==> src/rtl/sync_fifo_pkg.sv <==
// Shared types and constants for the parametrised synchronous FIFO.
//   fifo_status_t : packed bundle of the FIFO's status flags
//   addr_width()  : pointer width for a given depth
//   count_width() : occupancy counter width (one bit wider than a pointer)
package sync_fifo_pkg;

  localparam int DEFAULT_WIDTH = 8;
  localparam int DEFAULT_DEPTH = 32;

  typedef struct packed {
    logic full;
    logic almost_full;
    logic empty;
    logic almost_empty;
    logic overflow;
    logic underflow;
  } fifo_status_t;

  function automatic int addr_width(input int depth);
    return $clog2(depth);
  endfunction

  // The count must represent DEPTH itself, hence the extra bit.
  function automatic int count_width(input int depth);
    return $clog2(depth) + 1;
  endfunction

endpackage

==> src/rtl/sync_fifo_mem.sv <==
// Storage array for sync_fifo_param: DEPTH x WIDTH, one write port, one read port.
// Contents are never reset.
// Build option FIFO_FWFT_EN:
//   defined   - read port is combinational (rdata = mem[raddr]); re and rst_n unused
//   undefined - read port is registered: rdata <= mem[raddr] when re, cleared by reset
// Ports:
//   clk, rst_n     clock / asynchronous active-low reset (registered read data only)
//   we, waddr, wdata   write port
//   re, raddr, rdata   read port
module sync_fifo_mem #(
  parameter int WIDTH = 8,
  parameter int DEPTH = 32,
  parameter int AW    = 5
) (
  input  logic             clk,
  input  logic             rst_n,
  input  logic             we,
  input  logic [AW-1:0]    waddr,
  input  logic [WIDTH-1:0] wdata,
  input  logic             re,
  input  logic [AW-1:0]    raddr,
  output logic [WIDTH-1:0] rdata
);

  logic [WIDTH-1:0] mem_reg [DEPTH];

  always_ff @(posedge clk) begin
    if (we) begin
      mem_reg[waddr] <= wdata;
    end
  end

`ifdef FIFO_FWFT_EN
  logic unused_inputs;
  assign unused_inputs = re ^ rst_n;
  assign rdata         = mem_reg[raddr];
`else
  logic [WIDTH-1:0] rdata_reg;

  // Non-blocking semantics give read-before-write when raddr == waddr,
  // which the full-FIFO simultaneous read/write case relies on.
  always_ff @(posedge clk or negedge rst_n) begin
    if (!rst_n) begin
      rdata_reg <= '0;
    end else if (re) begin
      rdata_reg <= mem_reg[raddr];
    end
  end

  assign rdata = rdata_reg;
`endif

endmodule

==> src/rtl/sync_fifo_param.sv <==
// Parametrised single-clock FIFO with fill count, read-valid strobe,
// sticky overflow/underflow flags and synchronous flush.
// Build option FIFO_FWFT_EN: first-word-fall-through output (dout shows the
// head whenever not empty, rd_valid = !empty); otherwise 1-cycle registered read.
// Ports:
//   clk, rst_n        clock / asynchronous active-low reset
//   flush             synchronous clear of pointers, count and rd_valid
//   wr_en, din        write request and data
//   rd_en, dout       read request and data; rd_valid marks fresh dout
//   full, almost_full, empty, almost_empty, count   occupancy status
//   overflow, underflow, err_clr                     sticky errors and their clear
module sync_fifo_param
  import sync_fifo_pkg::*;
#(
  parameter int WIDTH     = DEFAULT_WIDTH,
  parameter int DEPTH     = DEFAULT_DEPTH,
  parameter int AF_THRESH = DEPTH - 2,
  parameter int AE_THRESH = 2,
  localparam int AW       = addr_width(DEPTH)
) (
  input  logic             clk,
  input  logic             rst_n,
  input  logic             flush,
  input  logic             wr_en,
  input  logic [WIDTH-1:0] din,
  output logic             full,
  output logic             almost_full,
  input  logic             rd_en,
  output logic [WIDTH-1:0] dout,
  output logic             rd_valid,
  output logic             empty,
  output logic             almost_empty,
  output logic [AW:0]      count,
  output logic             overflow,
  output logic             underflow,
  input  logic             err_clr
);

  localparam int          CW       = count_width(DEPTH);
  localparam logic [AW:0] FULL_LVL = CW'(DEPTH);
  localparam logic [AW:0] AF_LVL   = CW'(AF_THRESH);
  localparam logic [AW:0] AE_LVL   = CW'(AE_THRESH);

  logic [AW-1:0] wr_ptr_reg, wr_ptr_next;
  logic [AW-1:0] rd_ptr_reg, rd_ptr_next;
  logic [AW:0]   count_reg, count_next;
  logic          overflow_reg, overflow_next;
  logic          underflow_reg, underflow_next;
  logic          wr_acc, rd_acc, ovf_set, udf_set;
  logic [WIDTH-1:0] mem_rdata;
  fifo_status_t  status;

  // Flags decode straight from the registered count.
  assign status.full         = (count_reg == FULL_LVL);
  assign status.almost_full  = (count_reg >= AF_LVL);
  assign status.empty        = (count_reg == '0);
  assign status.almost_empty = (count_reg <= AE_LVL);
  assign status.overflow     = overflow_reg;
  assign status.underflow    = underflow_reg;

  // A read frees a slot in the same cycle, so a full FIFO still accepts a
  // write alongside an accepted read. Flush masks both requests.
  assign rd_acc  = rd_en && !status.empty && !flush;
  assign wr_acc  = wr_en && (!status.full || rd_acc) && !flush;
  assign ovf_set = wr_en && status.full && !rd_acc && !flush;
  assign udf_set = rd_en && status.empty && !flush;

  always_comb begin
    wr_ptr_next    = wr_ptr_reg;
    rd_ptr_next    = rd_ptr_reg;
    count_next     = count_reg;
    overflow_next  = overflow_reg;
    underflow_next = underflow_reg;

    if (flush) begin
      wr_ptr_next = '0;
      rd_ptr_next = '0;
      count_next  = '0;
    end else begin
      if (wr_acc) wr_ptr_next = wr_ptr_reg + AW'(1);
      if (rd_acc) rd_ptr_next = rd_ptr_reg + AW'(1);
      case ({wr_acc, rd_acc})
        2'b10:   count_next = count_reg + CW'(1);
        2'b01:   count_next = count_reg - CW'(1);
        default: count_next = count_reg;
      endcase
    end

    // Clearing wins over a same-cycle error; that error is not recorded.
    if (err_clr) begin
      overflow_next  = 1'b0;
      underflow_next = 1'b0;
    end else begin
      if (ovf_set) overflow_next  = 1'b1;
      if (udf_set) underflow_next = 1'b1;
    end
  end

  always_ff @(posedge clk or negedge rst_n) begin
    if (!rst_n) begin
      wr_ptr_reg    <= '0;
      rd_ptr_reg    <= '0;
      count_reg     <= '0;
      overflow_reg  <= 1'b0;
      underflow_reg <= 1'b0;
    end else begin
      wr_ptr_reg    <= wr_ptr_next;
      rd_ptr_reg    <= rd_ptr_next;
      count_reg     <= count_next;
      overflow_reg  <= overflow_next;
      underflow_reg <= underflow_next;
    end
  end

  sync_fifo_mem #(
    .WIDTH (WIDTH),
    .DEPTH (DEPTH),
    .AW    (AW)
  ) u_mem (
    .clk   (clk),
    .rst_n (rst_n),
    .we    (wr_acc),
    .waddr (wr_ptr_reg),
    .wdata (din),
    .re    (rd_acc),
    .raddr (rd_ptr_reg),
    .rdata (mem_rdata)
  );

`ifdef FIFO_FWFT_EN
  assign dout     = status.empty ? '0 : mem_rdata;
  assign rd_valid = !status.empty;
`else
  logic rd_valid_reg;

  always_ff @(posedge clk or negedge rst_n) begin
    if (!rst_n) begin
      rd_valid_reg <= 1'b0;
    end else begin
      rd_valid_reg <= rd_acc;
    end
  end

  assign dout     = mem_rdata;
  assign rd_valid = rd_valid_reg;
`endif

  assign full         = status.full;
  assign almost_full  = status.almost_full;
  assign empty        = status.empty;
  assign almost_empty = status.almost_empty;
  assign overflow     = status.overflow;
  assign underflow    = status.underflow;
  assign count        = count_reg;

endmodule

==> config.mk <==
export PLATFORM = sky130hd
export DESIGN_NAME = sync_fifo_param
export DESIGN_NICKNAME = d
export VERILOG_FILES = /design/src/rtl/sync_fifo_pkg.sv /design/src/rtl/sync_fifo_mem.sv /design/src/rtl/sync_fifo_param.sv
export SDC_FILE = /design/constraint.sdc
export NUM_CORES = 1
export LEC_CHECK = 0
export CORE_ASPECT_RATIO = 2
export CORE_MARGIN = 3
export CORE_UTILIZATION = 55
export CTS_BUF_LIST = sky130_fd_sc_hd__clkbuf_4 sky130_fd_sc_hd__clkbuf_8 sky130_fd_sc_hd__clkbuf_16
export DETAILED_ROUTE_END_ITERATION = 10
export GPL_ROUTABILITY_DRIVEN = 0
export PLACE_DENSITY = 0.83
export SETUP_SLACK_MARGIN = 0.15
export SKIP_LAST_GASP = 1
export SLEW_MARGIN = 5
export SYNTH_ARGS = -nofsm -noshare
export SYNTH_HDL_FRONTEND = slang
export SYNTH_SLANG_ARGS = --single-unit
==> constraint.sdc <==
create_clock -name clk -period 2.5 [get_ports clk]
set_clock_uncertainty 0.1 [all_clocks]
set_input_delay 0.375 -clock clk [delete_from_list [all_inputs] [get_ports clk]]
set_output_delay 0.375 -clock clk [all_outputs]
set_load 0.03 [all_outputs]
; ---- Word-level counts from Yosys, hierarchy flattened
; Memories as Yosys holds them, arrays and structs flattened. A register that Yosys moved wholly into a read port is not among the register bits.
; Index checks and enable logic that the tools add are counted.
[totals]
regBits = 19
mem_bits_rw = 256
input_bits = 14
word_cells = 49
n_memories = 1
[classes]
addsub = 4
n_lt_le_gt_ge = 2
eq_ne = 3
mux = 12
reduce_logical = 21
[memory_table]
columns = memory, depth, word_bits, read_ports, rd_ports_with_merged_regs, wr, line
row1 = u_mem.mem_reg, 32, 8, 1, 1, 1, sync_fifo_mem.sv:25  ; logic [WIDTH-1:0] mem_reg [DEPTH];
[ops]
columns = cell, count
row1 = two-way mux 5 bit, 4
row2 = case mux 6 bit (2 select lines), 1
row3 = adder 5 x 1 -> 5 bit (second input constant), 2
row4 = logical AND 1 bit, 9
row5 = nonzero test 2 bit, 4
row6 = adder 6 x 1 -> 6 bit (second input constant), 1
row7 = equality test 6 bit (second input constant), 1
row8 = greater-or-equal comparator 6 x 5 -> 1 bit (second input constant), 1
row9 = <= comparator 6 x 2 -> 1 bit (second input constant), 1
row10 = logical NOT 6 bit, 1
row11 = two-way mux 1 bit, 6
row12 = two-way mux 6 bit, 1
row13 = subtractor 6 x 1 -> 6 bit (second input constant), 1
row14 = logical NOT 1 bit, 5
row15 = nonzero test 3 bit, 1
row16 = equality test 2 x 1 -> 1 bit (second input constant), 1
row17 = equality test 2 bit (second input constant), 1
row18 = logical OR 1 bit, 1

; ---- Logic depth before layout (Yosys ltp)
; Gate-level depths: netlist of run 1.
[depth]
depth_word = 10
depth_mapped = 10

; ---- Modules after synthesis
; From an unflattened synthesis of run 1, not the netlist that was laid out.
[hier_totals]
cells_unflattened = 712
hier_area_um2 = 11661.2
[by_module_without_submodules]
columns = module, n_inst, cells_per_inst, area_each_um2, seq_area_each_um2
row1 = sync_fifo_mem, 1, 591, 10421.2, 7887.6
row2 = sync_fifo_param, 1, 121, 1239.9, 475.5

; ---- Least setup slack after synthesis of run 1
; No wires, ideal clock.
[synth_timing]
path_type = reg-to-reg
startpoint = register count_reg[1], in the netlist count[1]
endpoint = register count_reg[5], in the netlist count[5]
setup_time_ps = 128
arrival_ps = 2613
required_time_ps = 2272
path_slack_ps = -341
stages_incl_launch_ff = 10
path_buffers = 1
synth_period_minus_slack_ps = 2841
cell_sequence = dfrtp_1 -> buf_2 -> nor2_1 -> a21oi_1 -> ha_1 -> nand2_1 -> a21oi_1 -> o31a_1 -> a211oi_2 -> mux2_1
[synth_via]
elab_chain_len = 10
word_cells_on_any_way = 16
cone_classes = add/sub (2) / eq/ne (3) / mux (2) / reduce/logical (9)
[synth_rtl]
columns = item, line
row1 = start: declaration, sync_fifo_param.sv:46  ; logic [AW:0] count_reg, count_next;
row2 = start signal: assignment, sync_fifo_param.sv:109  ; count_reg <= count_next;
row3 = logical NOT 6 bit, sync_fifo_param.sv:56  ; assign status.empty = (count_reg == '0);
row4 = logical NOT 1 bit, sync_fifo_param.sv:63  ; assign rd_acc = rd_en && !status.empty && !flush;
row5 = logical AND 1 bit (2 in a row), sync_fifo_param.sv:63
row6 = logical OR 1 bit, sync_fifo_param.sv:64  ; assign wr_acc = wr_en && (!status.full || rd_acc) && !flush;
row7 = logical AND 1 bit (2 in a row), sync_fifo_param.sv:64
row8 = equality test 2 x 1 -> 1 bit / equality test 2 bit (equally long branches), sync_fifo_param.sv:82  ; case ({wr_acc, rd_acc})
row9 = case mux 6 bit (2 select lines), sync_fifo_param.sv:82
row10 = two-way mux 6 bit, sync_fifo_param.sv:75  ; if (flush) begin
; Parallel ways exist; a longest one is shown, timed or not.
; A chain may end at the register's enable or synchronous reset.

; ---- Worst setup path in the final report of run 1
[layout_timing]
startpoint = register count_reg[4], in the netlist count[4]
endpoint = output empty
[layout_via]
elab_chain_len = 1
[layout_rtl]
columns = item, line
row1 = logical NOT 6 bit, sync_fifo_param.sv:56
row2 = end: declaration, sync_fifo_param.sv:31  ; output logic empty,
; No other way between the ends.

==> results of run 1 <==
[worst max-delay path, stage by stage, from the launching register on]
cell and delay, ns:
dfrtp_2 0.45, nor4_4 0.27, buf_4 0.16, buf_4 0.11
buf_6 0.09, buf_6 0.09, buf_6 0.09, nand2_4 0.05
inv_4 0.07, buf_6 0.13
[layout by cell type, fill, tap and decap left out, types with 3 or more instances in the layout]
cell             netlist  layout
buf_12                 0       3
nand4_1                3       3
mux4_2                64      64
clkbuf_4               0       5
a22oi_1               32      31
mux2i_1                3       3
clkdlybuf4s50_1        0      28
nand2_1               20      18
buf_4                  0      88
dfrtp_2                0       7
buf_6                  1      11
edfxtp_1             256     256
a21oi_2                0       3
clkinv_1               0       3
clkinv_4               0       3
dfrtp_1               27      19
inv_1                  4       4
nor2_1                66      63
nand3_1                6       6
nor2_2                 0       3
clkbuf_16              0      23
nor2b_1                4       4
nand3b_1               4       4
xor2_1                10      10
a21oi_1               32      28
ha_1                   8       5
[layout make-up]
type,instances,area [µm²],area share [%]
clock buffer,30,640.6,4.737
inverter,5,21.27,0.1573
sequential,283,8376,61.94
clock inverter,10,85.08,0.6292
tap,262,327.8,2.424
timing repair buffer,134,1164,8.605
multi-input combinational,284,2909,21.51
[layer usage]
metal / up-vias / share of wire, %
li1: 2674 / -
met4: 0 / 5.3
met5: - / 0
met1: 3252 / 34
met2: 262 / 55
met3: 70 / 5.0
[Yosys cell counts (6+ instances only)]
| master | instances | share of area (%) |
|---|---|---|
| xor2_1 | 10 | 0.77 |
| dfrtp_1 | 27 | 6.0 |
| mux4_2 | 64 | 13 |
| buf_2 | 7 | 0.31 |
| ha_1 | 8 | 0.89 |
| nor2_1 | 66 | 2.2 |
| clkbuf_1 | 21 | 0.70 |
| a21oi_1 | 32 | 1.4 |
| edfxtp_1 | 256 | 68 |
| nand2_1 | 20 | 0.66 |
| nand3_1 | 6 | 0.27 |
| a22oi_1 | 32 | 2.1 |
[worst paths after layout]
kind,from,endpoint,cells after the start
max in group asynchronous,rst_n,rd_ptr_reg[0],2
worst min register to register,u_mem.rdata[7],u_mem.rdata[7],2
worst max-delay path,count[4],empty,9
worst max register to register,count[4],count[5],10
min in group clk,rd_en,rd_ptr_reg[1],4
worst min-delay path,rst_n,u_mem.rdata[7],2
[through the flow]
step,TNS (ns),worst slack (ns)
after global placement,-1.023,-0.3958
after CTS,-0.09354,-0.04705
after global routing,-0.1714,-0.04538
final,-0.003721,-0.003721
after detailed placement,-1.938,-0.5299
after floorplan,0,0.01163
[kinds of logic after synthesis]
family          count (synthesis)
simple gates                  118
fa+ha+maj                       8
xor+xnor                       11
flops                         283
mux                            68
buf+inv                        38
compound gates                 79
[power groups by stage]
stage	registers [mW]	logic (mW)	clock network (mW)
global route	5.43	3.42	3.74
CTS	5.42	3.18	3.56
floorplan	5.68	1.69	0
finish	5.42	3.24	3.50
detailed placement	5.54	2.93	0
global placement	5.52	2.87	0
[timing repair]
item,4_1_cts,5_1_grt
gates resized for setup,31,16
pin swaps,6,7
buffers inserted,7,3
setup endpoints to repair,123,59
hold buffers,0,0
==> run summary, run 1 <==
### GRT
• overall track demand over capacity in global routing: 23.28%
• via count of the first global-routing pass: 6714
• global routing usage on met3: 2.442%
• met1 Use GR: 26.69%
• antenna violations before repair: 0
• remaining global-route overflow: 0
• M2 GR Usage: 42.63%
• maximum number of pins on one net before global-route repair: 68
• global-route wire length before repair: 38940 µm
• Most Crowded Layer GR: met2

### Clock tree
• clock latency on the worst-skew pair: 0.52 ns
• Clock Sink Count: 283
• CTS HTree Levels: 1
• clock-pin slew of the registers on the worst-case setup and hold paths: 0.07 ns
• number of buffers added by the clock tree synthesis step: 23
• CTS tree: yes
• number of buffers between clock root and the deepest sink: 3
• clk root buf: clkbuf_16

### Drt
• post-detailed-route via-to-cell ratio: 6.208
• vias after detailed routing: 6258
• DRC violations left: 0
• per-cell routed wire length: 25.26 µm
• Antenna Nets Post-Route: 0
• drt pass-1 iters: 6
• Routed WL: 25470 µm
• DRT iter0 DRCs: 671

### Outcome
• status: finished, violations left
• failing checks: setup timing

### Power
• power share of the sequential group: 44.6%
• Cell Pwr Density: 899.0 nW/µm²
• combinational cell fraction of total power: 26.6%
• switching share of total power: 27.76%
• Leak: 4.583 nW
• Net Sw Power: 3.374 mW
• total power consumption of the routed design: 12.16 mW
• Clk pwr share: 28.8%
• maximum vdd ir drop: 0.6192 mV
• cell-internal power: 8.783 mW

### Yosys
• share of synthesized area spent on multiplexers: 13.12%
• cell area after synthesis: 11300 µm²
• Gate Count Post-Synth: 605
• synthesized netlist net count: 627
• xor/xnor share of the synthesized area: 0.8523%
• share of the synthesized area in compound gates (AO/OA/AOI/OAI): 4.981%
• Synth Flop Type: edfxtp_1
• Yosys cell types: 47
• yosys synthesis warning count: 0
• post-synthesis simple-gate area fraction: 4.771%
• post-synthesis adder-cell area fraction: 0.8855%
• sequential fraction of the synthesis area: 73.99%
• main combinational cell family by area after synthesis: multiplexers
• register bit count reported by yosys: 283
• Async SR Flop Fraction: 9.541%
• number of enable flip-flop cells after synthesis: 256
• Mean Syn Cell Area: 18.68 µm²

### Job
• reported max-cap violation count: 0

### Worst setup path
• endpoint kind of the worst setup timing path: output port
• required time of the worst setup path: 2.03 ns
• CP startpoint kind: register
• maximum fanout along the worst path: 3
• Arr. time, crit path: 2.03 ns
• worst-case register-to-register setup slack: 0.01 ns
• class of the most critical setup path: register to output port

### Place
• IO buf count: 34
• Final HPWL DP: 16490 µm
• number of placed instances with taps included: 958
• area of placed instances: 12620 µm²

### Timing
• Hold Fails Final Rpt: 0
• crit path time final: 2.504 ns
• Setup Viol. Count Final: 1
• slew margin rel.: 61.54%
• FMAX: 399.4 MHz
• minimum setup slack in the final design: -0.003721 ns
• Least-Margin Pin Slew: 0.5768 ns
• max-slew violations: 0
• unrepaired setup endpoints after global routing: true
• final worst path period share: 100.1%
• hold_ws: 0.1847 ns

### Cells and area
• count of placed standard cells in the final layout, fillers left out: 1008
• fraction of layout instances using a drive strength above 1: 31.77%
• cell area after layout: 13520 µm²
• area added between synthesis and finish: 19.64%
• flip-flop count of the largest register after layout: 256
• Final #Nets: 753
• number of fillers in the final layout: 1165
• Ant. Diodes: 0
• Core Util, Final: 67.60%

### Floorplan
• io pins: 35
• core box area: 20000 µm²
• Total Die Area: 22410 µm²
• Die X: 107.4 µm
• die extent in y: 208.7 µm
• initial core utilization: 56.51%
• row cnt: 73

### Worst hold path
• Hold WC Path Type: input pin to async pin

(Power assumes the default switching activity.)
==> inputs of run 2 (changes only) <==
GPL_ROUTABILITY_DRIVEN = 1   (was 0)
SKIP_CTS_REPAIR_TIMING = 1   (was default)
==> run 2 against run 1 <==
  * Global-route usage is 0.22 points lower
  * The flow still finishes with violations (setup timing)
  * Cell count is 0.20% lower
  * Flip-flop and latch count stayed put
  * Count of clock-buffer cells in the layout stayed put
  * Die area stayed put
  * Critical endpoint is now count[5]
  * Critical path depth stayed put
  * Combinational power is 2% lower
  * Non-clock buffer count is 2 lower
==> run summary, run 2 (same netlist as run 1, synthesis figures left out) <==
### Outcome
• status: finished, violations left, unchanged
• failing checks: setup timing, unchanged

### Floorplan
• Die X: 107.4 µm, unchanged
• io pins: 35, unchanged
• core box area: 20000 µm², unchanged
• row cnt: 73, unchanged
• initial core utilization: 56.51%, unchanged
• die extent in y: 208.7 µm, unchanged
• Total Die Area: 22410 µm², unchanged

### GRT
• global routing usage on met3: 2.473%, was 2.442%
• M2 GR Usage: 42.07%, was 42.63%
• Most Crowded Layer GR: met2, unchanged
• global-route wire length before repair: 38610 µm, was 38940 µm
• overall track demand over capacity in global routing: 23.06%, was 23.28%
• via count of the first global-routing pass: 6679, was 6714
• remaining global-route overflow: 0, unchanged
• antenna violations before repair: 0, unchanged
• met1 Use GR: 26.22%, was 26.69%
• maximum number of pins on one net before global-route repair: 68, unchanged

### Cells and area
• Core Util, Final: 67.47%, was 67.60%
• flip-flop count of the largest register after layout: 256, unchanged
• Final #Nets: 751, was 753
• most common library cell in the layout ignoring fill and taps: edfxtp_1, unchanged
• fraction of layout instances using a drive strength above 1: 31.32%, was 31.77%
• Ant. Diodes: 0, unchanged
• number of fillers in the final layout: 1174, was 1165
• cell area after layout: 13500 µm², was 13520 µm²
• commonest non-fill, non-tap cells in the layout: edfxtp_1, buf_4, mux4_2, unchanged
• area added between synthesis and finish: 19.40%, was 19.64%
• count of placed standard cells in the final layout, fillers left out: 1006, was 1008

### Place
• Final HPWL DP: 16490 µm, unchanged
• area of placed instances: 12620 µm², unchanged
• Setup Slack @ Placement: -0.5299 ns, unchanged
• number of placed instances with taps included: 958, unchanged
• weighted congestion reported at the end of routability-driven placement: 0.9061
• IO buf count: 34, unchanged

### Worst setup path
• CP startpoint kind: register, unchanged
• logic depth of the worst register-to-register path: 9, was 10
• Arr. time, crit path: 2.83 ns, was 2.03 ns
• endpoint kind of the worst setup timing path: register, was output port
• maximum fanout along the worst path: 5, was 3
• class of the most critical setup path: register to register, was register to output port
• required time of the worst setup path: 2.80 ns, was 2.03 ns

### Timing
• final worst path period share: 101.4%, was 100.1%
• max-slew violations: 0, unchanged
• Setup Viol. Count Final: 1, unchanged
• crit path time final: 2.535 ns, was 2.504 ns
• FMAX: 394.4 MHz, was 399.4 MHz
• Least-Margin Pin Slew: 0.5785 ns, was 0.5768 ns
• minimum setup slack in the final design: -0.03529 ns, was -0.003721 ns
• unrepaired setup endpoints after global routing: true, unchanged
• Hold Fails Final Rpt: 0, unchanged
• slew margin rel.: 61.44%, was 61.54%

### Drt
• Antenna Nets Post-Route: 0, unchanged
• DRT iter0 DRCs: 667, was 671
• DRC violations left: 0, unchanged
• vias after detailed routing: 6265, was 6258
• Routed WL: 25480 µm, was 25470 µm
• post-detailed-route via-to-cell ratio: 6.228, was 6.208
• per-cell routed wire length: 25.32 µm, was 25.26 µm
• drt pass-1 iters: 5, was 6

### Clock tree
• clock latency on the worst-skew pair: 0.52 ns, about the same
• number of buffers between clock root and the deepest sink: 3, unchanged
• number of buffers added by the clock tree synthesis step: 23, unchanged
• clock-pin slew of the registers on the worst-case setup and hold paths: 0.07 ns, about the same
• CTS HTree Levels: 1, unchanged
• clk root buf: clkbuf_16, unchanged
• Clock Sink Count: 283, unchanged
• CTS tree: yes, unchanged

### Power
• maximum vdd ir drop: 0.6141 mV, was 0.6192 mV
• total power consumption of the routed design: 12.11 mW, was 12.16 mW
• Cell Pwr Density: 897.4 nW/µm², was 899.0 nW/µm²
• Leak: 4.609 nW, was 4.583 nW

### Worst hold path
• Hold WC Path Type: input pin to async pin, unchanged

### Job
• reported max-cap violation count: 0, unchanged

==> run 2: path summary, 6_finish.rpt <==
check,start,to,slack (ns)
worst max-delay path,count[2],count[5],-0.04
worst min-delay path,rst_n,wr_ptr_reg[2],0.15
worst max register to register,count[2],count[5],-0.04
worst min register to register,u_mem.rdata[2],u_mem.rdata[2],0.43
max in group asynchronous,rst_n,rd_ptr_reg[0],1.86
min in group clk,rd_en,rd_ptr_reg[1],0.27
==> run 2: through the flow <==
step | setup TNS, ns | hold slack (ns)
finish | -0.03529 | 0.1503
global route | -0.1153 | 0.1733
CTS | -1.418 | 0.1413
detailed placement | -1.938 | 0.4178
global placement | -1.023 | 0.3878
floorplan | 0 | -0.02059
==> run 2: power breakdown <==
group          total, mW  internal (mW)  switching [mW]
Sequential          5.42           5.30           0.128
Combinational       3.19           1.54            1.66
Clock               3.49           1.92            1.58
==> run 2: layout make-up <==
cell class                 count  area [µm²]  area share [%]
inverter                       5       21.27          0.1576
tap                          262       327.8           2.429
clock buffer                  30       640.6           4.746
sequential                   283        8374           62.05
clock inverter                10       85.08          0.6304
timing repair buffer         132        1147           8.501
multi-input combinational    284        2900           21.49
==> run 2: critical path, cell delays in order, from the launching register on <==
cell      delay, ns
dfrtp_2        0.46
nor4_4         0.37
a21oi_4        0.14
ha_4           0.32
nand2_4        0.07
a21oi_1        0.21
buf_4          0.16
nor2_2         0.04
a211oi_2       0.22
mux2_4         0.32
==> run 2: per-layer routing <==
layer / vias up / wire (µm)
li1: 2671 / -
met1: 3235 / 8644
met2: 276 / 13980
met3: 83 / 1337
met4: 0 / 1517
met5: - / 0
